[src/rtl/muldiv_unit_pkg.sv]
// Shared definitions for the M-extension multiply/divide unit: funct3 codes,
// FSM state encodings and small decode helpers.
package muldiv_unit_pkg;

  localparam logic [2:0] MD_OP_MUL    = 3'd0;
  localparam logic [2:0] MD_OP_MULH   = 3'd1;
  localparam logic [2:0] MD_OP_MULHSU = 3'd2;
  localparam logic [2:0] MD_OP_MULHU  = 3'd3;
  localparam logic [2:0] MD_OP_DIV    = 3'd4;
  localparam logic [2:0] MD_OP_DIVU   = 3'd5;
  localparam logic [2:0] MD_OP_REM    = 3'd6;
  localparam logic [2:0] MD_OP_REMU   = 3'd7;

  localparam logic [2:0] MD_ST_IDLE = 3'd0;
  localparam logic [2:0] MD_ST_MUL  = 3'd1;
  localparam logic [2:0] MD_ST_DIV  = 3'd2;
  localparam logic [2:0] MD_ST_FIX  = 3'd3;
  localparam logic [2:0] MD_ST_DONE = 3'd4;

  // Operand width after sign/zero extension for the multiplier.
  function automatic int mdExtWidth(input int xlen);
    return xlen + 1;
  endfunction

  function automatic logic mdIsDiv(input logic [2:0] op);
    return (op == MD_OP_DIV) || (op == MD_OP_DIVU) ||
           (op == MD_OP_REM) || (op == MD_OP_REMU);
  endfunction

  function automatic logic mdDivSigned(input logic [2:0] op);
    return (op == MD_OP_DIV) || (op == MD_OP_REM);
  endfunction

  function automatic logic mdWantsQuotient(input logic [2:0] op);
    return (op == MD_OP_DIV) || (op == MD_OP_DIVU);
  endfunction

  // MUL takes the low half, so its operand signedness is irrelevant.
  function automatic logic mdMulSignA(input logic [2:0] op);
    return op != MD_OP_MULHU;
  endfunction

  function automatic logic mdMulSignB(input logic [2:0] op);
    return (op == MD_OP_MULH) || (op == MD_OP_MUL);
  endfunction

endpackage

[src/rtl/muldiv_div_core.sv]
// Iterative restoring divider on operand magnitudes: one quotient bit per
// cycle, XLEN cycles after start. Sign correction is left to the caller.
module muldiv_div_core
  import muldiv_unit_pkg::*;
#(
  parameter int XLEN = 32
) (
  input  logic            clk,
  input  logic            rst_n,
  input  logic            flush_i,
  input  logic            start_i,
  input  logic            signed_i,
  input  logic [XLEN-1:0] a_i,
  input  logic [XLEN-1:0] b_i,
  output logic [XLEN-1:0] quotient_o,
  output logic [XLEN-1:0] remainder_o,
  output logic            done_o
);

  localparam int CNT_W = $clog2(XLEN) + 1;

  logic [CNT_W-1:0] cnt_q;
  logic [XLEN-1:0]  quo_q, rem_q, divisor_q;
  logic [XLEN-1:0]  aMag, bMag;
  logic [XLEN:0]    shifted, trial;

  assign aMag = (signed_i && a_i[XLEN-1]) ? -a_i : a_i;
  assign bMag = (signed_i && b_i[XLEN-1]) ? -b_i : b_i;

  // Remainder stays below the divisor, so the shifted value is under twice
  // the divisor and the top bit of trial is a reliable borrow flag.
  assign shifted = {rem_q, quo_q[XLEN-1]};
  assign trial   = shifted - {1'b0, divisor_q};

  // done marks the edge on which the final iteration is written.
  assign done_o      = (cnt_q == CNT_W'(1));
  assign quotient_o  = quo_q;
  assign remainder_o = rem_q;

  always_ff @(posedge clk or negedge rst_n) begin
    if (!rst_n) begin
      cnt_q     <= '0;
      quo_q     <= '0;
      rem_q     <= '0;
      divisor_q <= '0;
    end else if (flush_i) begin
      cnt_q <= '0;
    end else if (start_i) begin
      cnt_q     <= CNT_W'(XLEN);
      quo_q     <= aMag;
      rem_q     <= '0;
      divisor_q <= bMag;
    end else if (cnt_q != '0) begin
      cnt_q <= cnt_q - CNT_W'(1);
      if (!trial[XLEN]) begin
        rem_q <= trial[XLEN-1:0];
        quo_q <= {quo_q[XLEN-2:0], 1'b1};
      end else begin
        rem_q <= shifted[XLEN-1:0];
        quo_q <= {quo_q[XLEN-2:0], 1'b0};
      end
    end
  end

endmodule

[src/rtl/muldiv_unit.sv]
// RISC-V M-extension execute unit: pipelined multiplier, iterative divider,
// divide special-case shortcuts and a single-entry quotient/remainder cache.
module muldiv_unit
  import muldiv_unit_pkg::*;
#(
  parameter int XLEN       = 32,
  parameter int MUL_STAGES = 2,
  parameter int TAG_W      = 5
) (
  input  logic             clk,
  input  logic             rst_n,
  input  logic             flush,
  input  logic             req_valid,
  output logic             req_ready,
  input  logic [2:0]       req_op,
  input  logic [XLEN-1:0]  req_a,
  input  logic [XLEN-1:0]  req_b,
  input  logic [TAG_W-1:0] req_tag,
  output logic             resp_valid,
  input  logic             resp_ready,
  output logic [XLEN-1:0]  resp_data,
  output logic [TAG_W-1:0] resp_tag,
  output logic             busy
);

  localparam int EXT_W = mdExtWidth(XLEN);
  localparam int PRD_W = 2 * XLEN;
  localparam logic [XLEN-1:0] MIN_VAL = {1'b1, {(XLEN-1){1'b0}}};

  logic [2:0]       state_q, state_d;
  logic [2:0]       op_q;
  logic [XLEN-1:0]  a_q, b_q;
  logic [TAG_W-1:0] tag_q;
  logic [1:0]       mulCnt_q;
  logic             divSetup_q, fixPre_q;
  logic [XLEN-1:0]  preQuo_q, preRem_q, resData_q;
  logic             cacheValid_q, cacheSigned_q;
  logic [XLEN-1:0]  cacheA_q, cacheB_q, cacheQuo_q, cacheRem_q;

  logic             reqReady, accept, reqSigned, reqHit, reqZero, reqOvf, reqShort;
  logic [XLEN-1:0]  reqPreQuo, reqPreRem;
  logic [EXT_W-1:0] aExt, bExt;
  logic [PRD_W-1:0] aWide, bWide, productComb, mulFinal;
  logic [XLEN-1:0]  mulResult;
  logic             divStart, coreDone, negQuo, negRem;
  logic [XLEN-1:0]  coreQuo, coreRem, fixQuo, fixRem;

  assign reqReady   = (state_q == MD_ST_IDLE) && !flush;
  assign req_ready  = reqReady;
  assign accept     = req_valid && reqReady;
  assign resp_valid = (state_q == MD_ST_DONE);
  assign busy       = (state_q != MD_ST_IDLE);
  assign resp_data  = resData_q;
  assign resp_tag   = tag_q;

  // Divide shortcuts are resolved at accept time so they finish in one cycle.
  assign reqSigned = mdDivSigned(req_op);
  assign reqHit    = cacheValid_q && (req_a == cacheA_q) && (req_b == cacheB_q) &&
                     (reqSigned == cacheSigned_q);
  assign reqZero   = (req_b == '0);
  assign reqOvf    = reqSigned && (req_a == MIN_VAL) && (req_b == '1);
  assign reqShort  = reqHit || reqZero || reqOvf;
  assign reqPreQuo = reqHit ? cacheQuo_q : (reqZero ? '1 : req_a);
  assign reqPreRem = reqHit ? cacheRem_q : (reqZero ? req_a : '0);

  // Bits above 2*XLEN of the extended product never reach a result.
  assign aExt        = {mdMulSignA(op_q) & a_q[XLEN-1], a_q};
  assign bExt        = {mdMulSignB(op_q) & b_q[XLEN-1], b_q};
  assign aWide       = {{(PRD_W-EXT_W){aExt[EXT_W-1]}}, aExt};
  assign bWide       = {{(PRD_W-EXT_W){bExt[EXT_W-1]}}, bExt};
  assign productComb = aWide * bWide;

  generate
    if (MUL_STAGES == 1) begin : g_mulComb
      assign mulFinal = productComb;
    end else begin : g_mulPipe
      logic [PRD_W-1:0] pipe_q [MUL_STAGES-1];
      always_ff @(posedge clk or negedge rst_n) begin
        if (!rst_n) begin
          for (int i = 0; i < MUL_STAGES - 1; i++) pipe_q[i] <= '0;
        end else begin
          pipe_q[0] <= productComb;
          for (int i = 1; i < MUL_STAGES - 1; i++) pipe_q[i] <= pipe_q[i-1];
        end
      end
      assign mulFinal = pipe_q[MUL_STAGES-2];
    end
  endgenerate

  assign mulResult = (op_q == MD_OP_MUL) ? mulFinal[XLEN-1:0] : mulFinal[PRD_W-1:XLEN];

  assign divStart = (state_q == MD_ST_DIV) && divSetup_q;

  muldiv_div_core #(.XLEN(XLEN)) u_divCore (
    .clk         (clk),
    .rst_n       (rst_n),
    .flush_i     (flush),
    .start_i     (divStart),
    .signed_i    (mdDivSigned(op_q)),
    .a_i         (a_q),
    .b_i         (b_q),
    .quotient_o  (coreQuo),
    .remainder_o (coreRem),
    .done_o      (coreDone)
  );

  assign negQuo = mdDivSigned(op_q) && (a_q[XLEN-1] ^ b_q[XLEN-1]);
  assign negRem = mdDivSigned(op_q) && a_q[XLEN-1];
  assign fixQuo = fixPre_q ? preQuo_q : (negQuo ? -coreQuo : coreQuo);
  assign fixRem = fixPre_q ? preRem_q : (negRem ? -coreRem : coreRem);

  // Flush overrides every transition, including a DONE handshake.
  always_comb begin
    state_d = state_q;
    case (state_q)
      MD_ST_IDLE: if (accept)
                    state_d = !mdIsDiv(req_op) ? MD_ST_MUL :
                              (reqShort ? MD_ST_FIX : MD_ST_DIV);
      MD_ST_MUL:  if (mulCnt_q == 2'd0) state_d = MD_ST_DONE;
      MD_ST_DIV:  if (coreDone) state_d = MD_ST_FIX;
      MD_ST_FIX:  state_d = MD_ST_DONE;
      MD_ST_DONE: if (resp_ready) state_d = MD_ST_IDLE;
      default:    state_d = MD_ST_IDLE;
    endcase
    if (flush) state_d = MD_ST_IDLE;
  end

  always_ff @(posedge clk or negedge rst_n) begin
    if (!rst_n) begin
      state_q       <= MD_ST_IDLE;
      op_q          <= '0;
      a_q           <= '0;
      b_q           <= '0;
      tag_q         <= '0;
      mulCnt_q      <= '0;
      divSetup_q    <= 1'b0;
      fixPre_q      <= 1'b0;
      preQuo_q      <= '0;
      preRem_q      <= '0;
      resData_q     <= '0;
      cacheValid_q  <= 1'b0;
      cacheSigned_q <= 1'b0;
      cacheA_q      <= '0;
      cacheB_q      <= '0;
      cacheQuo_q    <= '0;
      cacheRem_q    <= '0;
    end else begin
      state_q <= state_d;
      if (flush) begin
        cacheValid_q <= 1'b0;
        divSetup_q   <= 1'b0;
      end else begin
        if (accept) begin
          op_q       <= req_op;
          a_q        <= req_a;
          b_q        <= req_b;
          tag_q      <= req_tag;
          mulCnt_q   <= 2'(MUL_STAGES - 1);
          divSetup_q <= mdIsDiv(req_op) && !reqShort;
          fixPre_q   <= reqShort;
          preQuo_q   <= reqPreQuo;
          preRem_q   <= reqPreRem;
        end
        if (divStart) divSetup_q <= 1'b0;
        if (state_q == MD_ST_MUL) begin
          if (mulCnt_q == 2'd0) resData_q <= mulResult;
          else                  mulCnt_q  <= mulCnt_q - 2'd1;
        end
        if (state_q == MD_ST_FIX) begin
          resData_q     <= mdWantsQuotient(op_q) ? fixQuo : fixRem;
          cacheValid_q  <= 1'b1;
          cacheSigned_q <= mdDivSigned(op_q);
          cacheA_q      <= a_q;
          cacheB_q      <= b_q;
          cacheQuo_q    <= fixQuo;
          cacheRem_q    <= fixRem;
        end
      end
    end
  end

endmodule

[config.mk]
export PLATFORM = sky130hd
export DESIGN_NAME = muldiv_unit
export DESIGN_NICKNAME = d
export VERILOG_FILES = /design/src/rtl/muldiv_unit_pkg.sv /design/src/rtl/muldiv_div_core.sv /design/src/rtl/muldiv_unit.sv
export SDC_FILE = /design/constraint.sdc
export NUM_CORES = 2
export LEC_CHECK = 0
export CORE_MARGIN = 2
export CORE_UTILIZATION = 60
export CTS_CLUSTER_SIZE = 24
export DETAILED_ROUTE_END_ITERATION = 10
export GPL_ROUTABILITY_DRIVEN = 0
export GPL_TIMING_DRIVEN = 0
export PLACE_DENSITY = 0.77
export SYNTH_ARGS = -nofsm -noshare
export SYNTH_HDL_FRONTEND = slang
export SYNTH_SLANG_ARGS = --single-unit
[constraint.sdc]
create_clock -name clk -period 10.4 [get_ports clk]
set_input_delay 2.6 -clock clk [delete_from_list [all_inputs] [get_ports clk]]
set_output_delay 2.6 -clock clk [all_outputs]
set_load 0.05 [all_outputs]
---- Word-level counts from Yosys, hierarchy flattened ----
Index checks and enable logic that the tools add are counted.
storage, ports and cells
  logic and storage cells ................. 138
  input bits .............................. 77
  output and inout port bits .............. 40
  bits in registers ....................... 471
operators by class
  $add $sub $neg .......................... 7
  muxes and demuxes ....................... 40
  multipliers ............................. 1
  bitwise logic cells ..................... 4
  reduce and logical (&&, ||, !) cells .... 41
  eq/ne operators ......................... 23
operators with widths
  cell                                                    number
  two-way mux 32 bit                                      20
  negation 32 bit                                         4
  == test 32 bit                                          2
  == test 32 bit (second input constant)                  2
  multiplier 33 x 33 -> 64 bit                            1
  subtractor 33 x 32 -> 33 bit                            1
  logical NOT 32 bit                                      1
  == test 3 bit (second input constant)                   8
  two-way mux 6 bit                                       3
  two-way mux 3 bit                                       5
  case mux 3 bit (5 select lines)                         1
  logical AND 1 bit                                       12
  logical OR 1 bit                                        9
  inequality test 3 x 2 -> 1 bit (second input constant)  3
  nonzero test 3 bit                                      3
  two-way mux 2 bit                                       4
  AND reduction 2 bit                                     4
  nonzero test 2 bit                                      4
  two-way mux 1 bit                                       7
  == test 3 x 1 -> 1 bit (second input constant)          2
  == test 3 x 2 -> 1 bit (second input constant)          2
  == test 6 x 1 -> 1 bit (second input constant)          1
  logical NOT 3 bit                                       2
  inequality test 3 bit (second input constant)           2
  other kinds (11)                                        13

---- Logic depth before layout (Yosys ltp) ----
  word-level depth ........................ 11
  mapped depth ............................ 30
  gate-level depth less buffers ........... 28

---- Hierarchy ----
From an unflattened synthesis, not the netlist that was laid out.
second synthesis, totals
  cells, all modules ...................... 6,977
  area total of the unflattened synthesis .. 63,063.0 sq um
by module, submodules not included
  module           area each (sq um)  seq. area each (sq um)  times used  cells an instance
  muldiv_unit      55,275.5           9,233.9                 1           6,022
  muldiv_div_core  7,787.5            2,552.4                 1           955

---- Worst setup path after synthesis ----
Ideal clock, no wire load.
  kind .................................... register to register
  from .................................... register a_q[31]
  to ...................................... register g_mulPipe.pipe_q[58] in the netlist's numbering
  data arrival time ....................... 7.895 ns
  period minus slack after synthesis ...... 8.026 ns
  path slack .............................. 2.374 ns
  library setup time ...................... 0.131 ns
  path buffers ............................ 3
  stages on the path, launching flop included .. 27
  required time ........................... 10.269 ns
  cell sequence ........................... dfrtp_1 -> clkbuf_1 -> o21a_1 -> buf_1 -> nand2_1 -> inv_1 -> fa_1 -> fa_1 -> fa_1 -> inv_1 -> fa_1 -> fa_1 -> fa_1 -> fa_1 -> fa_1 -> inv_1 -> ha_1 -> clkbuf_1 -> and3_1 -> and2_1 -> a221oi_1 -> nor2b_1 -> o31ai_1 -> nand2_1 -> o41ai_1 -> o21ai_0 -> xor2_1
between the ends
  longest elaborated chain between the ends .. 2
RTL lines
  element                           line                text
  from (decl)                       muldiv_unit.sv:32   logic [XLEN-1:0] a_q, b_q;
  from (signal assigned)            muldiv_unit.sv:155  a_q <= req_a;
  bitwise AND 1 bit                 muldiv_unit.sv:67   assign aExt = {mdMulSignA(op_q) & a_q[XLEN-1], a_q};
  multiplier 33 x 33 -> 64 bit (*)  muldiv_unit.sv:71   assign productComb = aWide * bWide;
  named net productComb[58]         muldiv_unit.sv:43   logic [PRD_W-1:0] aWide, bWide, productComb, mulFinal;
  to (decl)                         muldiv_unit.sv:77   logic [PRD_W-1:0] pipe_q [MUL_STAGES-1];
Mark *: on every way through the listed nets, which the timed path passes. The rest lies on a longest branch.
A chain may end at the register's enable or synchronous reset.

---- Worst setup path in the final report ----
  from .................................... register a_q[20]
  to ...................................... register g_mulPipe.pipe_q[60] in the netlist's numbering
between the ends
  longest elaborated chain between the ends .. 1
RTL lines
  element                       line
  multiplier 33 x 33 -> 64 bit  muldiv_unit.sv:71
  named net productComb[60]     muldiv_unit.sv:43
The timed path passes the listed nets, and every way through them passes these cells.

==> results.yml <==
critical_path:
  worst-setup-path-type: "reg2reg"
  worst_path_max_delay_cell: "sky130_fd_sc_hd__clkdlybuf4s15_1"
  critical_path.startpoint_type: "flop"
  worstPathBufferInverterCount: 6
  crit_path_max_fanout: 10
  cp-end-kind: "flop"
  crit_path_leading_delay_family: "adder cells"
  critPathArrivalTime_ns: 10.71
  r2r_setup_slack_ns: 0.22
  crit_path_frequent_cell: "sky130_fd_sc_hd__fa_1"
  critical_path.max_stage_delay_ns: 1.10
  worst-endpoint-required_ns: 10.93
sta:
  tightestPinTransition_ns: 1.61
  drv_slew: 76
  setup_viol: 0
  timing.final.ws_setup_ns: 0.219
  skew_ns: 0.0378
  min_period_over_period: 0.979
  final.min_clock_period_ns: 10.18
  number_of_hold_violations_in_the_final_report: 0
  holdWs_ns: 0.481
  timing.slew.headroom: -0.0732
  fin_tns_setup_ns: 0
  clock.fmax_mhz: 98.2
  setup_repair_after_global_routing_missed_its_margin: "false"
synthesis:
  postSynthAreaPerCell_sq_um: 9.04
  postSynthCellCount: 6928
  synth_async_sr_flop_share: 1.00
  netlist_area_sq_um: 62600
  number_of_synthesized_flops_with_an_enable_pin: 0
  synth.distinct_cells: 77
  synth.yosys.warnings: 0
  seq_area_frac_synth: 0.188
  synth_fp_nets: 8382
  ys_dominant_reg_cell: "sky130_fd_sc_hd__dfrtp_1"
  ys_ff_latch: 471
die:
  placeableCoreArea_sq_um: 103000
  design.die.area_sq_um: 107000
  boundaryPins: 117
  rows: 118
  floorplan.die.height_microns: 327
  dieWidth_microns: 327
  initial_core_util: 0.605
grt:
  pin_count_of_the_biggest_net_entering_global_routing: 131
  globalRouteTotalUtil: 0.447
  gr-total-overflow: 0
  first_pass_grt_wire_length_mm: 347
  grt_pass1_vias: 54700
  grt_antenna_before_repair: 25
status:
  run_status: "finished, violations left"
  failing_checks: "DRC, capacitance limit, slew limit"
routing:
  drt_wl_total_mm: 237
  route.antenna.remaining_nets: 0
  drt-wirelength-per-cell_microns: 27.8
  route.vias.total: 53800
  initialDrtViolationCount: 7249
  vias_per_cell: 6.31
  drt-pass1-iter-count: 11
  drc: 3
cts:
  clk_transition_reported_paths_ns: 0.07
  library_cell_used_as_clock_root_buffer: "sky130_fd_sc_hd__clkbuf_16"
  clock_sinks: 471
  cts_tree: "built"
  cts_max_level: 2
  clock_insertion_delay_at_the_later_pin_of_the_skew_report_ns: 0.63
  max-clock-path-buffers: 3
  tritoncts_buffers: 44
final_layout:
  area.sequential_sq_um: 11800
  layout_overhead_on_the_synthesized_area_pct: 7.43
  multi_input_area_sq_um: 44800
  drive_gt1_frac: 0.0279
  final_nets: 8547
  fill_cells: 8303
  fin_util: 0.650
run:
  cap_viol_max_count: 7
place:
  post_place_setup_slack_ns: -0.145
  place_hpwl_mm: 188
  portBuffers: 116
min_path:
  hp-class: "reg2reg"
[final cells by class]
| class | instances | share of cell area |
|---|---|---|
| antenna | 24 | 0.000892 |
| buffer | 433 | 0.0246 |
| clock buffer | 60 | 0.0190 |
| clock inverter | 22 | 0.00448 |
| inverter | 1190 | 0.0664 |
| multi-input combinational | 4833 | 0.665 |
| sequential | 471 | 0.175 |
| tap | 1380 | 0.0257 |
| timing repair buffer | 120 | 0.0188 |
[sequential cells by signal, indices dropped and copies added (netlist names), 32 cells and up]
name / count
g_mulPipe.pipe_q: 64
a_q: 32
b_q: 32
cacheA_q: 32
cacheB_q: 32
cacheQuo_q: 32
cacheRem_q: 32
preQuo_q: 32
preRem_q: 32
resp_data: 32
u_divCore.divisor_q: 32
u_divCore.quotient_o: 32
u_divCore.remainder_o: 32
[worst register-to-register path, cell delays in order (launching register included)]
cell                              delay (ns)
sky130_fd_sc_hd__dfrtp_1                0.34
sky130_fd_sc_hd__clkbuf_1               0.86
sky130_fd_sc_hd__clkdlybuf4s15_1        1.11
sky130_fd_sc_hd__nand2_1                0.36
sky130_fd_sc_hd__fa_1                   0.59
sky130_fd_sc_hd__inv_1                  0.06
sky130_fd_sc_hd__fa_1                   0.53
sky130_fd_sc_hd__fa_1                   0.55
sky130_fd_sc_hd__inv_1                  0.06
sky130_fd_sc_hd__fa_1                   0.48
sky130_fd_sc_hd__fa_1                   0.57
sky130_fd_sc_hd__fa_1                   0.44
sky130_fd_sc_hd__fa_1                   0.49
sky130_fd_sc_hd__inv_1                  0.05
sky130_fd_sc_hd__fa_1                   0.58
sky130_fd_sc_hd__ha_1                   0.36
sky130_fd_sc_hd__clkbuf_1               0.36
sky130_fd_sc_hd__nand4_1                0.14
sky130_fd_sc_hd__o21bai_1               0.26
sky130_fd_sc_hd__a211oi_1               0.10
sky130_fd_sc_hd__a221oi_1               0.44
sky130_fd_sc_hd__nor3_1                 0.15
sky130_fd_sc_hd__o21ai_0                0.42
sky130_fd_sc_hd__a21oi_1                0.20
sky130_fd_sc_hd__o311ai_0               0.44
sky130_fd_sc_hd__xor2_1                 0.17
[placed cells by master, fill, tap and decap left out, types with 59 or more instances in the layout]
| master | Yosys | final |
|---|---|---|
| sky130_fd_sc_hd__nand2_1 | 1227 | 1227 |
| sky130_fd_sc_hd__inv_1 | 1190 | 1190 |
| sky130_fd_sc_hd__fa_1 | 1126 | 1126 |
| sky130_fd_sc_hd__dfrtp_1 | 471 | 471 |
| sky130_fd_sc_hd__clkbuf_1 | 363 | 361 |
| sky130_fd_sc_hd__and2_1 | 335 | 335 |
| sky130_fd_sc_hd__nor2_1 | 296 | 296 |
| sky130_fd_sc_hd__o21ai_0 | 285 | 285 |
| sky130_fd_sc_hd__ha_1 | 251 | 251 |
| sky130_fd_sc_hd__a21oi_1 | 230 | 230 |
| sky130_fd_sc_hd__xnor2_1 | 157 | 157 |
| sky130_fd_sc_hd__clkdlybuf4s50_1 | 0 | 115 |
| sky130_fd_sc_hd__xor2_1 | 112 | 112 |
| sky130_fd_sc_hd__mux2i_1 | 87 | 87 |
| sky130_fd_sc_hd__mux2_2 | 73 | 73 |
| sky130_fd_sc_hd__buf_1 | 66 | 65 |
| sky130_fd_sc_hd__a31oi_1 | 59 | 59 |
[logic make-up (layout without fill, tap and decap cells)]
kind of cell / Yosys count / count (layout) / share of synthesized area
AND/OR/NAND/NOR: 2192 / 2192 / 0.158
buffers and inverters: 1624 / 1825 / 0.0975
adder cells (fa/ha/maj): 1377 / 1377 / 0.410
AO/OA/AOI/OAI: 831 / 831 / 0.0798
flip-flops: 471 / 471 / 0.188
XOR/XNOR: 269 / 269 / 0.0376
multiplexers: 164 / 164 / 0.0285
other: 0 / 24 / 0
[final timing paths]
kind / start / to / depth (start not counted)
max: a_q[20]$_DFFE_PN0P_ / g_mulPipe.pipe_q[60]$_DFF_PN0_ / 25
min: u_divCore.divisor_q[23]$_DFFE_PN0P_ / u_divCore.divisor_q[23]$_DFFE_PN0P_ / 2
max reg2reg: a_q[20]$_DFFE_PN0P_ / g_mulPipe.pipe_q[60]$_DFF_PN0_ / 25
min reg2reg: u_divCore.divisor_q[23]$_DFFE_PN0P_ / u_divCore.divisor_q[23]$_DFFE_PN0P_ / 2
max in group asynchronous: rst_n / cacheA_q[31]$_DFFE_PN0P_ / 3
min in group asynchronous: rst_n / cacheQuo_q[16]$_DFFE_PN0P_ / 1
[Yosys cell counts, types with 5 or more instances]
master | number | share of area
sky130_fd_sc_hd__a2111oi_0 | 5 | 0.00070
sky130_fd_sc_hd__a211o_1 | 5 | 0.00070
sky130_fd_sc_hd__a211oi_1 | 17 | 0.0020
sky130_fd_sc_hd__a21boi_0 | 7 | 0.00084
sky130_fd_sc_hd__a21o_1 | 38 | 0.0046
sky130_fd_sc_hd__a21oi_1 | 230 | 0.018
sky130_fd_sc_hd__a31oi_1 | 59 | 0.0059
sky130_fd_sc_hd__a32oi_1 | 7 | 0.00098
sky130_fd_sc_hd__and2_1 | 335 | 0.033
sky130_fd_sc_hd__and3_1 | 15 | 0.0015
sky130_fd_sc_hd__buf_1 | 66 | 0.0040
sky130_fd_sc_hd__clkbuf_1 | 363 | 0.022
sky130_fd_sc_hd__dfrtp_1 | 471 | 0.19
sky130_fd_sc_hd__fa_1 | 1126 | 0.36
sky130_fd_sc_hd__ha_1 | 251 | 0.050
sky130_fd_sc_hd__inv_1 | 1190 | 0.071
sky130_fd_sc_hd__mux2_2 | 73 | 0.013
sky130_fd_sc_hd__mux2i_1 | 87 | 0.014
sky130_fd_sc_hd__nand2_1 | 1227 | 0.074
sky130_fd_sc_hd__nand2b_1 | 32 | 0.0032
sky130_fd_sc_hd__nand3_1 | 38 | 0.0030
sky130_fd_sc_hd__nand4_1 | 31 | 0.0031
sky130_fd_sc_hd__nor2_1 | 296 | 0.018
sky130_fd_sc_hd__nor2b_1 | 26 | 0.0026
sky130_fd_sc_hd__nor3_1 | 50 | 0.0040
sky130_fd_sc_hd__nor3b_1 | 36 | 0.0043
sky130_fd_sc_hd__nor4_1 | 40 | 0.0040
sky130_fd_sc_hd__o211ai_1 | 13 | 0.0016
sky130_fd_sc_hd__o21a_1 | 15 | 0.0018
sky130_fd_sc_hd__o21ai_0 | 285 | 0.023
sky130_fd_sc_hd__o21bai_1 | 13 | 0.0016
sky130_fd_sc_hd__o221ai_1 | 7 | 0.00098
sky130_fd_sc_hd__o22a_1 | 10 | 0.0014
sky130_fd_sc_hd__o22ai_1 | 11 | 0.0011
sky130_fd_sc_hd__o311ai_0 | 6 | 0.00084
sky130_fd_sc_hd__o31ai_1 | 55 | 0.0066
sky130_fd_sc_hd__o41ai_1 | 12 | 0.0017
sky130_fd_sc_hd__or2_2 | 13 | 0.0013
sky130_fd_sc_hd__or3_1 | 19 | 0.0019
sky130_fd_sc_hd__or4_1 | 11 | 0.0013
sky130_fd_sc_hd__xnor2_1 | 157 | 0.022
sky130_fd_sc_hd__xor2_1 | 112 | 0.016
[per-layer routing]
layer / share of wire / GRT usage
met1: 0.31 / 0.506
met2: 0.42 / 0.647
met3: 0.15 / 0.196
met4: 0.12 / 0.384
met5: 0.00073 / 0.00754
[timing repair]
item                       4_1_cts  5_1_grt
buffers inserted                 0        0
hold buffers                     0        0
resized for setup                2       13
setup endpoints to repair        5       11
[through the flow]
step	instances	instance area, sq um
final	8533	67300
after global routing	8511	67200
after CTS	8510	67200
after detailed placement	8428	65600
after global placement	8424	65500
after floorplan	6928	62600
Power is not shown: default switching activity piles up to over one toggle a cycle in this logic, so the estimate is an artifact.
